**config.mk**
```make
export PLATFORM = sky130hd
export DESIGN_NAME = dbg_spi_master
export DESIGN_NICKNAME = d
export VERILOG_FILES = /design/src/rtl/dbg_spi_master_pkg.sv /design/src/rtl/dbg_phase_timer.sv /design/src/rtl/dbg_spi_master.sv
export SDC_FILE = /design/constraint.sdc
export NUM_CORES = 1
export LEC_CHECK = 0
export ABC_AREA = 1
export ABC_CLOCK_PERIOD_IN_PS = 3850
export CORE_MARGIN = 1.5
export CORE_UTILIZATION = 35
export CTS_CLUSTER_SIZE = 10
export DETAILED_ROUTE_END_ITERATION = 12
export MAX_ROUTING_LAYER = met4
export PLACE_DENSITY_LB_ADDON = 0.12
export SETUP_SLACK_MARGIN = 0.3
export SYNTH_ARGS = -nofsm -noshare
export SYNTH_HDL_FRONTEND = slang
export SYNTH_SLANG_ARGS = --single-unit
export TNS_END_PERCENT = 20
```
**constraint.sdc**
```tcl
create_clock -name i_clk -period 3.85 [get_ports i_clk]
set_clock_uncertainty 0.05 [all_clocks]
set_input_delay 1.155 -clock i_clk [delete_from_list [all_inputs] [get_ports i_clk]]
set_output_delay 1.155 -clock i_clk [all_outputs]
set_load 0.01 [all_outputs]
```
**src/rtl/dbg_spi_master_pkg.sv**
```systemverilog
// Shared definitions for the MIPS debug pseudo-SPI initiator.
// Holds the command op encodings, FSM state encodings, the default
// MOSI/CS/MISO widths shared with the Mips debug slave and Top_rtl, and a
// small helper used to size the phase counter.
package dbg_spi_master_pkg;

    localparam int DBG_NB_BITS = 32;
    localparam int DBG_NB_MOSI = 25;
    localparam int DBG_NB_CS   = 4;

    typedef enum logic [1:0] {
        OP_XFER  = 2'd0,
        OP_VALID = 2'd1,
        OP_CONT  = 2'd2,
        OP_NOP   = 2'd3
    } dbg_op_e;

    typedef enum logic [2:0] {
        ST_IDLE   = 3'd0,
        ST_SETUP  = 3'd1,
        ST_HIGH   = 3'd2,
        ST_SAMPLE = 3'd3,
        ST_PULSE  = 3'd4,
        ST_RESP   = 3'd5
    } dbg_state_e;

    function automatic int max4(input int a, input int b, input int c, input int d);
        int m;
        m = a;
        if (b > m) m = b;
        if (c > m) m = c;
        if (d > m) m = d;
        return m;
    endfunction

endpackage

```
**src/rtl/dbg_phase_timer.sv**
```systemverilog
// Loadable down-counter used to time every phase of the debug SPI FSM.
// Ports:
//   clk, rst_n : clock, asynchronous active-low reset
//   load       : reload the counter with load_val (takes priority)
//   load_val   : phase length minus one
//   done       : counter has reached zero (last cycle of the phase)
// The counter saturates at zero, so it never wraps.
module dbg_phase_timer #(
    parameter int W = 2
) (
    input  logic         clk,
    input  logic         rst_n,
    input  logic         load,
    input  logic [W-1:0] load_val,
    output logic         done
);

    logic [W-1:0] cnt;

    always_ff @(posedge clk or negedge rst_n) begin
        if (!rst_n)              cnt <= '0;
        else if (load)           cnt <= load_val;
        else if (cnt != '0)      cnt <= cnt - W'(1);
    end

    assign done = (cnt == '0);

endmodule

```
**src/rtl/dbg_spi_master.sv**
```systemverilog
// Hardware initiator for the MIPS debug pseudo-SPI port.
// Takes one command at a time from a valid/ready stream, plays it out on the
// Mips debug pins (one SCLK pulse per transfer, or one valid/continue pulse)
// and returns the captured MISO word on a valid/ready response stream.
// Ports:
//   i_clk, i_rst                 : clock, asynchronous active-low reset
//   i_cmd_valid/o_cmd_ready      : command handshake (ready only in IDLE)
//   i_cmd_op/i_cmd_cs/i_cmd_mosi : op code, CS pattern, MOSI payload
//   o_rsp_valid/i_rsp_ready      : response handshake
//   o_rsp_data                   : captured MISO (0 for a NOP)
//   o_mosi/o_sclk/o_spi_cs       : registered SPI pins to the Mips
//   o_valid/o_continue           : registered strobe pins to the Mips
//   i_miso                       : MISO from the Mips, same clock domain
module dbg_spi_master
    import dbg_spi_master_pkg::*;
#(
    parameter int NB_BITS    = DBG_NB_BITS,
    parameter int NB_MOSI    = DBG_NB_MOSI,
    parameter int NB_CS      = DBG_NB_CS,
    parameter int SETUP_CYC  = 2,
    parameter int HIGH_CYC   = 2,
    parameter int SAMPLE_CYC = 2,
    parameter int PULSE_CYC  = 2
) (
    input  logic               i_clk,
    input  logic               i_rst,
    input  logic               i_cmd_valid,
    output logic               o_cmd_ready,
    input  logic [1:0]         i_cmd_op,
    input  logic [NB_CS-1:0]   i_cmd_cs,
    input  logic [NB_MOSI-1:0] i_cmd_mosi,
    output logic               o_rsp_valid,
    input  logic               i_rsp_ready,
    output logic [NB_BITS-1:0] o_rsp_data,
    output logic [NB_MOSI-1:0] o_mosi,
    output logic               o_sclk,
    output logic [NB_CS-1:0]   o_spi_cs,
    output logic               o_valid,
    output logic               o_continue,
    input  logic [NB_BITS-1:0] i_miso
);

    localparam int MAX_CYC = max4(SETUP_CYC, HIGH_CYC, SAMPLE_CYC, PULSE_CYC);
    localparam int CNT_W   = $clog2(MAX_CYC) + 1;

    dbg_state_e         state, state_n;
    dbg_op_e            cmd_op, op_q, op_n;
    logic [NB_CS-1:0]   cs_q, cs_n;
    logic [NB_MOSI-1:0] mosi_q, mosi_n;
    logic               accept, capture;
    logic               tmr_load, tmr_done;
    logic [CNT_W-1:0]   tmr_val;

    assign cmd_op      = dbg_op_e'(i_cmd_op);
    assign o_cmd_ready = (state == ST_IDLE);
    assign o_rsp_valid = (state == ST_RESP);

    dbg_phase_timer #(.W(CNT_W)) u_timer (
        .clk      (i_clk),
        .rst_n    (i_rst),
        .load     (tmr_load),
        .load_val (tmr_val),
        .done     (tmr_done)
    );

    always_comb begin
        state_n = state;
        accept  = 1'b0;
        capture = 1'b0;
        case (state)
            ST_IDLE: begin
                if (i_cmd_valid) begin
                    accept = 1'b1;
                    case (cmd_op)
                        OP_XFER:          state_n = ST_SETUP;
                        OP_VALID, OP_CONT: state_n = ST_PULSE;
                        default:          state_n = ST_RESP;
                    endcase
                end
            end
            ST_SETUP:  if (tmr_done) state_n = ST_HIGH;
            ST_HIGH:   if (tmr_done) state_n = ST_SAMPLE;
            ST_SAMPLE: if (tmr_done) begin state_n = ST_RESP; capture = 1'b1; end
            ST_PULSE:  if (tmr_done) begin state_n = ST_RESP; capture = 1'b1; end
            ST_RESP:   if (i_rsp_ready) state_n = ST_IDLE;
            default:   state_n = ST_IDLE;
        endcase

        // Values the latches will hold after this edge; pins are registered
        // from these so they line up with the state they belong to.
        op_n   = accept ? cmd_op     : op_q;
        cs_n   = accept ? i_cmd_cs   : cs_q;
        mosi_n = accept ? i_cmd_mosi : mosi_q;

        // Reload on every state entry with the phase length minus one, so
        // done marks the last cycle of the phase.
        tmr_load = (state_n != state);
        case (state_n)
            ST_SETUP:  tmr_val = CNT_W'(SETUP_CYC - 1);
            ST_HIGH:   tmr_val = CNT_W'(HIGH_CYC - 1);
            ST_SAMPLE: tmr_val = CNT_W'(SAMPLE_CYC - 1);
            ST_PULSE:  tmr_val = CNT_W'(PULSE_CYC - 1);
            default:   tmr_val = '0;
        endcase
    end

    always_ff @(posedge i_clk or negedge i_rst) begin
        if (!i_rst) begin
            state      <= ST_IDLE;
            op_q       <= OP_XFER;
            cs_q       <= '0;
            mosi_q     <= '0;
            o_mosi     <= '0;
            o_sclk     <= 1'b0;
            o_spi_cs   <= '0;
            o_valid    <= 1'b0;
            o_continue <= 1'b0;
            o_rsp_data <= '0;
        end else begin
            state  <= state_n;
            op_q   <= op_n;
            cs_q   <= cs_n;
            mosi_q <= mosi_n;

            o_sclk <= (state_n == ST_HIGH);
            if (state_n inside {ST_SETUP, ST_HIGH, ST_SAMPLE}) begin
                o_spi_cs <= cs_n;
                o_mosi   <= mosi_n;
            end else begin
                o_spi_cs <= '0;
                o_mosi   <= '0;
            end
            o_valid    <= (state_n == ST_PULSE) && (op_n == OP_VALID);
            o_continue <= (state_n == ST_PULSE) && (op_n == OP_CONT);

            if (capture)
                o_rsp_data <= i_miso;
            else if (accept && cmd_op == OP_NOP)
                o_rsp_data <= '0;
        end
    end

endmodule

```
# ---- After elaboration in Yosys (flattened, before gate mapping)
# Cells that the tools add are included.
dict set report word_totals {
  reg_bits 100
  latch_bits 0
  mem_bits_rw 0
  mem_bits_ro 0
  in_bits 67
  out_inout_bits 66
  elab_cells 61
  memories 0
}
dict set report classes {
  n_addsub 1
  multipliers 0
  div_mod_pow 0
  n_lt_le_gt_ge 0
  n_eq_ne 15
  shift 0
  muxes 21
  bitwise 0
  reduce_logical 13
}
# op n
set op_table {}
lappend op_table {{$mux 32} 2}
lappend op_table {{$mux 25} 2}
lappend op_table {{$mux 3} 5}
lappend op_table {{$pmux 3 s5} 1}
lappend op_table {{$eq 3x2->1 const B} 4}
lappend op_table {{$eq 3x3->1 const B} 3}
lappend op_table {{$mux 4} 2}
lappend op_table {{$eq 2x2->1 const B} 3}
lappend op_table {{$eq 3x1->1 const B} 2}
lappend op_table {{$mux 2} 3}
lappend op_table {{$pmux 3 s2} 1}
lappend op_table {{$reduce_bool 2->1} 3}
lappend op_table {{$mux 1} 5}
lappend op_table {{$eq 2x1->1 const B} 2}
lappend op_table {{$logic_not 2->1} 2}
lappend op_table {{$reduce_or 2->1} 2}
lappend op_table {{$reduce_or 4->1} 1}
lappend op_table {{$logic_and 1x1->1} 3}
lappend op_table {{$logic_not 3->1} 1}
lappend op_table {{$ne 3x3->1} 1}
lappend op_table {{$reduce_bool 3->1} 1}
lappend op_table {{$sub 2x1->2 const B} 1}

# ---- Longest topological paths before layout
# Gate-level depths: netlist (run 1).
dict set report logic_depth {
  depth_word 9
  ltp_mapped 13
}

# ---- Modules after synthesis
# Synthesis (run 1) repeated with hierarchy kept, for this count alone.
dict set report unflattened {
  hier_cells 410
  hier_area_um2 4156.5
}
# mod n_inst cells_per_inst area_per_inst_um2 seq_area_each_um2
set by_module_without_submodules {}
lappend by_module_without_submodules {dbg_spi_master 1 393 4036.4 2452.4}
lappend by_module_without_submodules {dbg_phase_timer 1 17 120.1 50.0}

# ---- Least setup slack after synthesis (run 1)
# OpenSTA, ideal clock, no wires.
dict set report synth_timing {
  path_kind {input -> register}
  from {input port i_cmd_op[0]}
  to {register u_timer.cnt[0]}
  setup_time_ns 0.117
  arrival_ns 2.152
  setup_slack_ns 1.531
  path_stages 12
  n_path_buf 1
  cell_sequence {inv_1 > ha_1 > nand2_1 > o21ai_0 > nor2_1 > nor2_1 > nand4_1 > nand2_2 > buf_6 > nand2_1 > nand2_1 > nand2_1}
}
dict set report synth_between {
  elab_chain_cells 9
}
# element line_no
set synth_lines {}
lappend synth_lines {{from (decl)} dbg_spi_master.sv:29} ;# input logic [1:0] i_cmd_op,
lappend synth_lines {{$eq 2x1->1 / $eq 2x2->1 (equally long branches)} dbg_spi_master.sv:74} ;# case (cmd_op)
lappend synth_lines {{$reduce_or 2->1} dbg_spi_master.sv:74}
lappend synth_lines {{$pmux 3 s2 *} dbg_spi_master.sv:74}
lappend synth_lines {{$mux 3 *} dbg_spi_master.sv:72} ;# if (i_cmd_valid) begin
lappend synth_lines {{$pmux 3 s5 *} dbg_spi_master.sv:70} ;# case (state)
lappend synth_lines {{$eq 3x2->1 (tied with other cells)} dbg_spi_master.sv:98} ;# case (state_n)
lappend synth_lines {{$reduce_or 4->1 (no line)} -}
lappend synth_lines {{$mux 1} dbg_spi_master.sv:98}
lappend synth_lines {{$mux 2} dbg_phase_timer.sv:22} ;# else if (load) cnt <= load_val;
lappend synth_lines {{to (signal assigned)} dbg_phase_timer.sv:22}
lappend synth_lines {{to (signal assigned)} dbg_phase_timer.sv:23} ;# else if (cnt != '0) cnt <= cnt - W'(1);
lappend synth_lines {{to (decl)} dbg_phase_timer.sv:18} ;# logic [W-1:0] cnt;
# Every way passes the cells marked *; elsewhere a longest branch is shown, timed or not.
# A chain may end at the register's enable or synchronous reset.

# ---- Worst setup path after layout (run 1)
dict set report layout_timing {
  from {register state[0]}
  to {output port o_cmd_ready}
}
dict set report layout_between {
  elab_chain_cells 1
}
# element line_no
set layout_lines {}
lappend layout_lines {{from (decl)} dbg_spi_master.sv:46} ;# dbg_state_e state, state_n;
lappend layout_lines {{from (signal assigned)} dbg_spi_master.sv:120} ;# state <= state_n;
lappend layout_lines {{$logic_not 3->1} dbg_spi_master.sv:55} ;# assign o_cmd_ready = (state == ST_IDLE);
lappend layout_lines {{to (decl)} dbg_spi_master.sv:28} ;# output logic o_cmd_ready,
# No other way between the ends.

==> results of run 1 <==
-- logic make-up after synthesis --
kind of cell	after synthesis	share of synthesized area (%)
adders and majority gates	3	0.9399
and+or+nand+nor	212	24.97
xor gates and xnor gates	1	0.2193
buffers and inverters	68	6.955
AOI/OAI and AO/OA	34	4.260
DFF	100	62.66
-- cells in the mapped netlist, types with 2 or more instances --
master,number
or2_2,30
nor2_1,38
inv_2,2
ha_1,3
nand4_1,5
o21ai_1,7
nand3_1,69
buf_2,10
clkbuf_1,8
inv_1,44
nand3_2,2
nor3_1,2
dfrtp_1,100
clkbuf_2,2
o21ai_0,26
nand2_1,61
nand2_2,4
-- worst reg2reg max path, delay by kind of cell (launching register included) --
family                     cells  cell delay, ns
adders and majority gates      1            0.55
DFF                            1            0.39
buffers and inverters          3            0.42
and+or+nand+nor                6            0.93
-- state kept, by name, summed over array words and instances (netlist names) --
name,count
o_mosi,25
op_q,2
state,3
mosi_q,25
o_rsp_data,32
o_spi_cs,4
o_valid,1
o_sclk,1
u_timer.cnt,2
cs_q,4
o_continue,1
-- metal layers --
layer / up-vias / global-route usage (%) / wire, um
li1: 1575 / - / -
met1: 1506 / 23.14 / 4313
met2: 109 / 25.38 / 4362
met3: 6 / 4.564 / 634
met4: 0 / 5.288 / 76
met5: - / - / 0
-- power by group --
part           total (mW)  leakage [nW]  internal, mW  switching, mW
registers            1.72          1.22          1.54          0.180
logic                2.21          1.35          1.03           1.19
clock network       0.959         0.156         0.574          0.385
total                4.89          2.73          3.14           1.75
-- layout make-up --
| class | count | area share (%) |
|---|---|---|
| clock buffers | 9 | 3.912 |
| multi-input cells | 250 | 21.08 |
| flip-flops and latches | 100 | 43.47 |
| inverters | 46 | 2.999 |
| clock inverters | 7 | 1.717 |
| well taps | 140 | 3.043 |
| repair buffers | 137 | 23.78 |
-- through the flow --
stage          hold WS (ns)  cells  cell area, um2  total power [mW]  utilization, %
3_3_place_gp         0.4355    673            5433             3.943           49.46
5_1_grt              0.4796    689            5757             5.320           52.42
3_5_place_dp         0.4418    673            5433             3.992           49.46
4_1_cts              0.4606    689            5757             4.980           52.42
6_report             0.4544    689            5757             4.893           52.42
2_1_floorplan        0.4448    418            3994             3.035               -
-- how the worst max path moves through the flow --
stage / startpoint / end / cells past startpoint
6_report: state[0]$_DFF_PN0_ / o_cmd_ready / 4
2_1_floorplan: i_cmd_op[0] / u_timer.cnt[0]$_DFFE_PN0P_ / 12
3_3_place_gp: i_cmd_op[1] / o_mosi[3]$_DFF_PN0_ / 11
5_1_grt: i_cmd_op[1] / o_spi_cs[1]$_DFF_PN0_ / 11
4_1_cts: i_cmd_op[1] / o_mosi[0]$_DFF_PN0_ / 11
3_5_place_dp: i_cmd_op[1] / o_mosi[3]$_DFF_PN0_ / 11
==> run_results.csv, run 1 <==
group,metric,value,unit
clocking,insertion_delay,0.33,ns
clocking,cts_made_buffers,9,
drt,wl,9387,um
setup_path,path_cells,"inv_1, nand2_1, nor2_1, clkdlybuf4s50_1",
yosys,yosys_warnings,0,
placed_design,hpwl,6278,um
yosys,synth_nets,488,
yosys,synth_edf_count,0,
floorplan,die-area,12060,um2
clocking,clockBufferDepth,2,
setup_path,critPathMaxFanout,7,
drt,vias,3196,
cells_and_area,n_antenna_cell,0,
cells_and_area,seqCellArea,2502,um2
placed_design,gp_congestion,0.9125,
sta,relSlewSlack,54.79,%
setup_path,critPathSlowestCell,"clkdlybuf4s50_1",
status,status,"completed",
drt,firstDrtPassIters,5,
floorplan,die_w,109.8,um
cells_and_area,syn_to_final_growth,44.14,%
clocking,cts-root-buf,"clkbuf_16",
global_route,grt_max_degree,54,
clocking,post_cts_buffers,0,
sta,setup_viol,0,
floorplan,die_h,109.8,um
global_route,first_global_vias,3163,
job,drv_cap,0,
cells_and_area,final_cell_mix,"131 x clkdlybuf4s50_1, 100 x dfrtp_1, 69 x nand3_1",
setup_path,crit_required,2.64,ns
clocking,hold_buffers,0,
drt,avgRoutedWirePerCell,13.62,um
worst_hold_path,worst_hold_startpoint,"o_rsp_data[27]$_DFFE_PN0P_",
sta,period_needed,2.933,ns
sta,finalSetupTns,0,ns
sta,maxClockFrequency,0.3409,GHz
setup_path,worst_setup_path_end_kind,"output pin",
floorplan,rows,38,
pwr,leakage,2.726,nW
yosys,synth-seq-cells,100,
global_route,gr-total-overflow,0,
setup_path,reg2reg_setup_slack,1.40,ns
cells_and_area,multi_input_area,1214,um2
setup_path,crit_path_start_kind,"register",
clocking,cts.sinks,100,
worst_hold_path,min_path_cells,2,
worst_hold_path,worstHoldEndpoint,"o_rsp_data[27]$_DFFE_PN0P_",
setup_path,critPathTopFamily,"buffers and inverters",
pwr,power_density,849.9,nW/um2
setup_path,cp_data_arrival_time,1.73,ns
sta,finalCritPeriodShare,76.19,%
placed_design,portBuffers,132,
sta,final_max_slew_viol_count,0,
drt,viasPerCell,4.639,
setup_path,worstReg2RegEnd,"o_mosi[3]$_DFF_PN0_",
cells_and_area,final_common_cell,"clkdlybuf4s50_1",
yosys,synth-main-ff-cell,"dfrtp_1",
cells_and_area,drive_gt1_share,11.11,%
clocking,clk_pin_slew_worst_paths,0.07,ns
yosys,ys_seq_area_share,62.66,%
yosys,postSynthCellCount,418,
global_route,track_usage,17.19,%
yosys,yosys.area.top_type,"dfrtp_1",
drt,drtIter0Drc,142,
drt,drc,0,
yosys,async_flop_share,100.0,%
global_route,antenna_found_initial,0,
floorplan,coreArea,10980,um2
sta,rsz0062_at_grt,"no",
placed_design,dp_slack,0.5215,ns
setup_path,critPathKind,"reg -> out",
yosys,ys_types,22,
yosys,syn-cell-area,3994,um2
pwr,peakVddDrop,393.0,uV
cells_and_area,fin_nets,614,
sta,worst_pin_slew,0.6758,ns
setup_path,cpPeakStageDelay,0.60,ns
worst_hold_path,hp-class,"reg -> reg",
floorplan,boundaryPins,133,
clocking,cts_resized,0,
cells_and_area,nFillCells,1040,
clocking,cts_tree,"built",
sta,finalHoldViolations,0,
setup_path,worstRegToRegCells,10,
yosys,synth_top_area_share,62.66,%
global_route,grt_pass1_wl,15450,um
setup_path,reg2reg_from,"u_timer.cnt[0]$_DFFE_PN0P_",
yosys,yosys-top-cells-area,"dfrtp_1 63%, nand3_1 8.6%, nand2_1 5.7%, or2_2 4.7%, inv_1 4.1%",
sta,layout_setup_ws,0.9167,ns
yosys,postSynthAreaPerCell,9.555,um2
setup_path,path_buf_inv,2,
floorplan,start_util,36.36,%
clocking,ctsHtreeMaxLevel,3,
drt,final_antenna_net_count,0,
Power figures use the tool's default switching activity.
==> run 2, diff against run 1 <==
--- a/config.mk
+++ b/config.mk
@@ -6,7 +6,7 @@
 export NUM_CORES = 1
 export LEC_CHECK = 0
 export ABC_AREA = 1
-export ABC_CLOCK_PERIOD_IN_PS = 3850
+export ABC_CLOCK_PERIOD_IN_PS = 2700
 export CORE_MARGIN = 1.5
 export CORE_UTILIZATION = 35
 export CTS_CLUSTER_SIZE = 10
==> constraint.sdc (replaced) <==
create_clock -name i_clk -period 2.7 [get_ports i_clk]
set_clock_uncertainty 0.05 [all_clocks]
set_input_delay 0.81 -clock i_clk [delete_from_list [all_inputs] [get_ports i_clk]]
set_output_delay 0.81 -clock i_clk [all_outputs]
set_load 0.01 [all_outputs]
==> run 2 against run 1 <==
Routed wire length increased by 2.9%. Critical endpoint unchanged. Register-to-register slack worse by 0.87 ns. Die area stayed put. Via count grew 1.6%. Power rose by 49%. First-iteration DRC count increased by 4.9%. Sequential power grew 44%. Design area up 2.0%. Critical path type unchanged. Core utilization increased by 1.1 points. Sequential share of layout area fell by 0.85 points. Largest cell class unchanged. Count of clock-buffer cells in the layout increased by 1.
==> run_results.csv, run 2 (synthesis results as in run 1) <==
group,metric,value,unit
global_route,grt_pass1_wl,15490,um
worst_hold_path,hp-class,"in -> async",
cells_and_area,n_antenna_cell,0,
setup_path,critPathSlowestCell,"dfrtp_1",
setup_path,cpPeakStageDelay,0.47,ns
placed_design,hpwl,6523,um
sta,final_max_slew_viol_count,0,
cells_and_area,regMostFlops,"o_rsp_data",
job,drv_cap,0,
sta,maxClockFrequency,0.4421,GHz
cells_and_area,final_cell_mix,"127 x clkdlybuf4s50_1, 99 x dfrtp_1, 69 x nand3_1",
sta,finalSetupTns,0,ns
sta,worst_pin_slew,0.5184,ns
drt,wl,9661,um
pwr,power_density,1242,nW/um2
sta,relSlewSlack,65.44,%
sta,setup_viol,0,
sta,rsz0062_at_grt,"no",
cells_and_area,top_regs,"o_rsp_data: 32 flops, mosi_q: 25 flops, o_mosi: 25 flops",
sta,finalCritPeriodShare,83.78,%
cells_and_area,seqCellArea,2504,um2
drt,avgRoutedWirePerCell,13.90,um
global_route,gr-total-overflow,0,
clocking,cts.sinks,100,
sta,layout_setup_ws,0.4379,ns
drt,firstDrtPassIters,4,
cells_and_area,largest_reg_flops,32,
cells_and_area,multi_input_area,1236,um2
floorplan,boundaryPins,133,
setup_path,crit_required,1.84,ns
clocking,insertion_delay,0.33,ns
global_route,first_global_vias,3233,
global_route,antenna_found_initial,0,
sta,fin_hold_ws,0.3904,ns
cells_and_area,nFillCells,1040,
clocking,clockBufferDepth,2,
cells_and_area,postLayoutCellArea,5874,um2
clocking,clk_pin_slew_worst_paths,0.07,ns
sta,period_needed,2.262,ns
placed_design,gp_congestion,0.9147,
sta,finalHoldViolations,0,
drt,drc,0,
floorplan,rows,38,
cells_and_area,stdcell_count,695,
clocking,ctsHtreeMaxLevel,3,
placed_design,dpl-instance-area,5500,um2
drt,drtIter0Drc,149,
floorplan,die_h,109.8,um
cells_and_area,fin_nets,620,
setup_path,critPathMaxFanout,7,
cells_and_area,final_common_cell,"clkdlybuf4s50_1",
pwr,totalPowerFinal,7.294,mW
status,status,"completed",
drt,viasPerCell,4.673,
pwr,peakVddDrop,594.4,uV
drt,final_antenna_net_count,0,
cells_and_area,drive_gt1_share,12.61,%
placed_design,portBuffers,132,
setup_path,path_cells,"inv_1, nand2_1, nor2_1, dlygate4sd2_1",
placed_design,dp_slack,0.03163,ns
clocking,cts_made_buffers,9,
floorplan,coreArea,10980,um2
setup_path,worst_setup_path_end_kind,"output pin",
cells_and_area,fin_util,53.49,%
pwr,leakage,2.815,nW
drt,vias,3248,
setup_path,cp_data_arrival_time,1.40,ns
setup_path,critPathKind,"reg -> out",
setup_path,crit_path_start_kind,"register",
global_route,track_usage,16.87,%
global_route,grt_max_degree,50,
placed_design,dp.cells,677,
floorplan,die_w,109.8,um
clocking,cts-root-buf,"clkbuf_16",
floorplan,start_util,36.36,%
clocking,cts_tree,"built",
cells_and_area,syn_to_final_growth,47.09,%
floorplan,die-area,12060,um2
## run 2: worst paths after layout
kind                                             from                    endpoint  slack, ns  cells past startpoint
max                                state[1]$_DFF_PN0_                 o_cmd_ready       0.44                      4
min                                             i_rst        mosi_q[20]$_DFF_PN0_       0.39                      1
max reg2reg                u_timer.cnt[0]$_DFFE_PN0P_         o_mosi[4]$_DFF_PN0_       0.53                     10
min reg2reg                o_rsp_data[31]$_DFFE_PN0P_  o_rsp_data[31]$_DFFE_PN0P_       0.45                      2
max in group asynchronous                       i_rst          state[0]$_DFF_PN0_       1.56                      2
min in group i_clk         o_rsp_data[31]$_DFFE_PN0P_  o_rsp_data[31]$_DFFE_PN0P_       0.45                      2
## run 2: what timing repair did
action                                  CTS  global route
endpoints found under the setup margin    2            57
buffers inserted                          0             0
gates resized for setup                   1             8
gates cloned                              0             2
pin swaps                                 0             4
hold buffers                              0             0
## run 2: power breakdown
group | internal (mW) | total [mW] | switching [mW]
sequential | 2.20 | 2.47 | 0.268
clock | 0.670 | 1.25 | 0.579
combinational | 1.78 | 3.58 | 1.80
total | 4.65 | 7.29 | 2.64
## run 2: metal layers
layer	up-vias	track usage (%)	share of wire [%]
li1	1579	-	-
met1	1568	22.63	46
met2	97	26.04	48
met3	4	3.675	5.9
met4	0	4.267	0.35
met5	-	-	0
## run 2: layout make-up
cell class                      count  area share [%]
Timing Repair Buffer              143           25.41
Multi-Input combinational cell    250           21.04
Tap cell                          140           2.982
Clock inverter                      6          0.9372
Clock buffer                       10           4.068
Inverter                           46           2.939
Sequential cell                   100           42.62
## run 2: critical path: cells and delay by family (launching register included)
| kind | cells | cell delay (ns) |
|---|---|---|
| buffers and inverters | 2 | 0.43 |
| AND/OR/NAND/NOR | 2 | 0.19 |
| flip-flops | 1 | 0.47 |
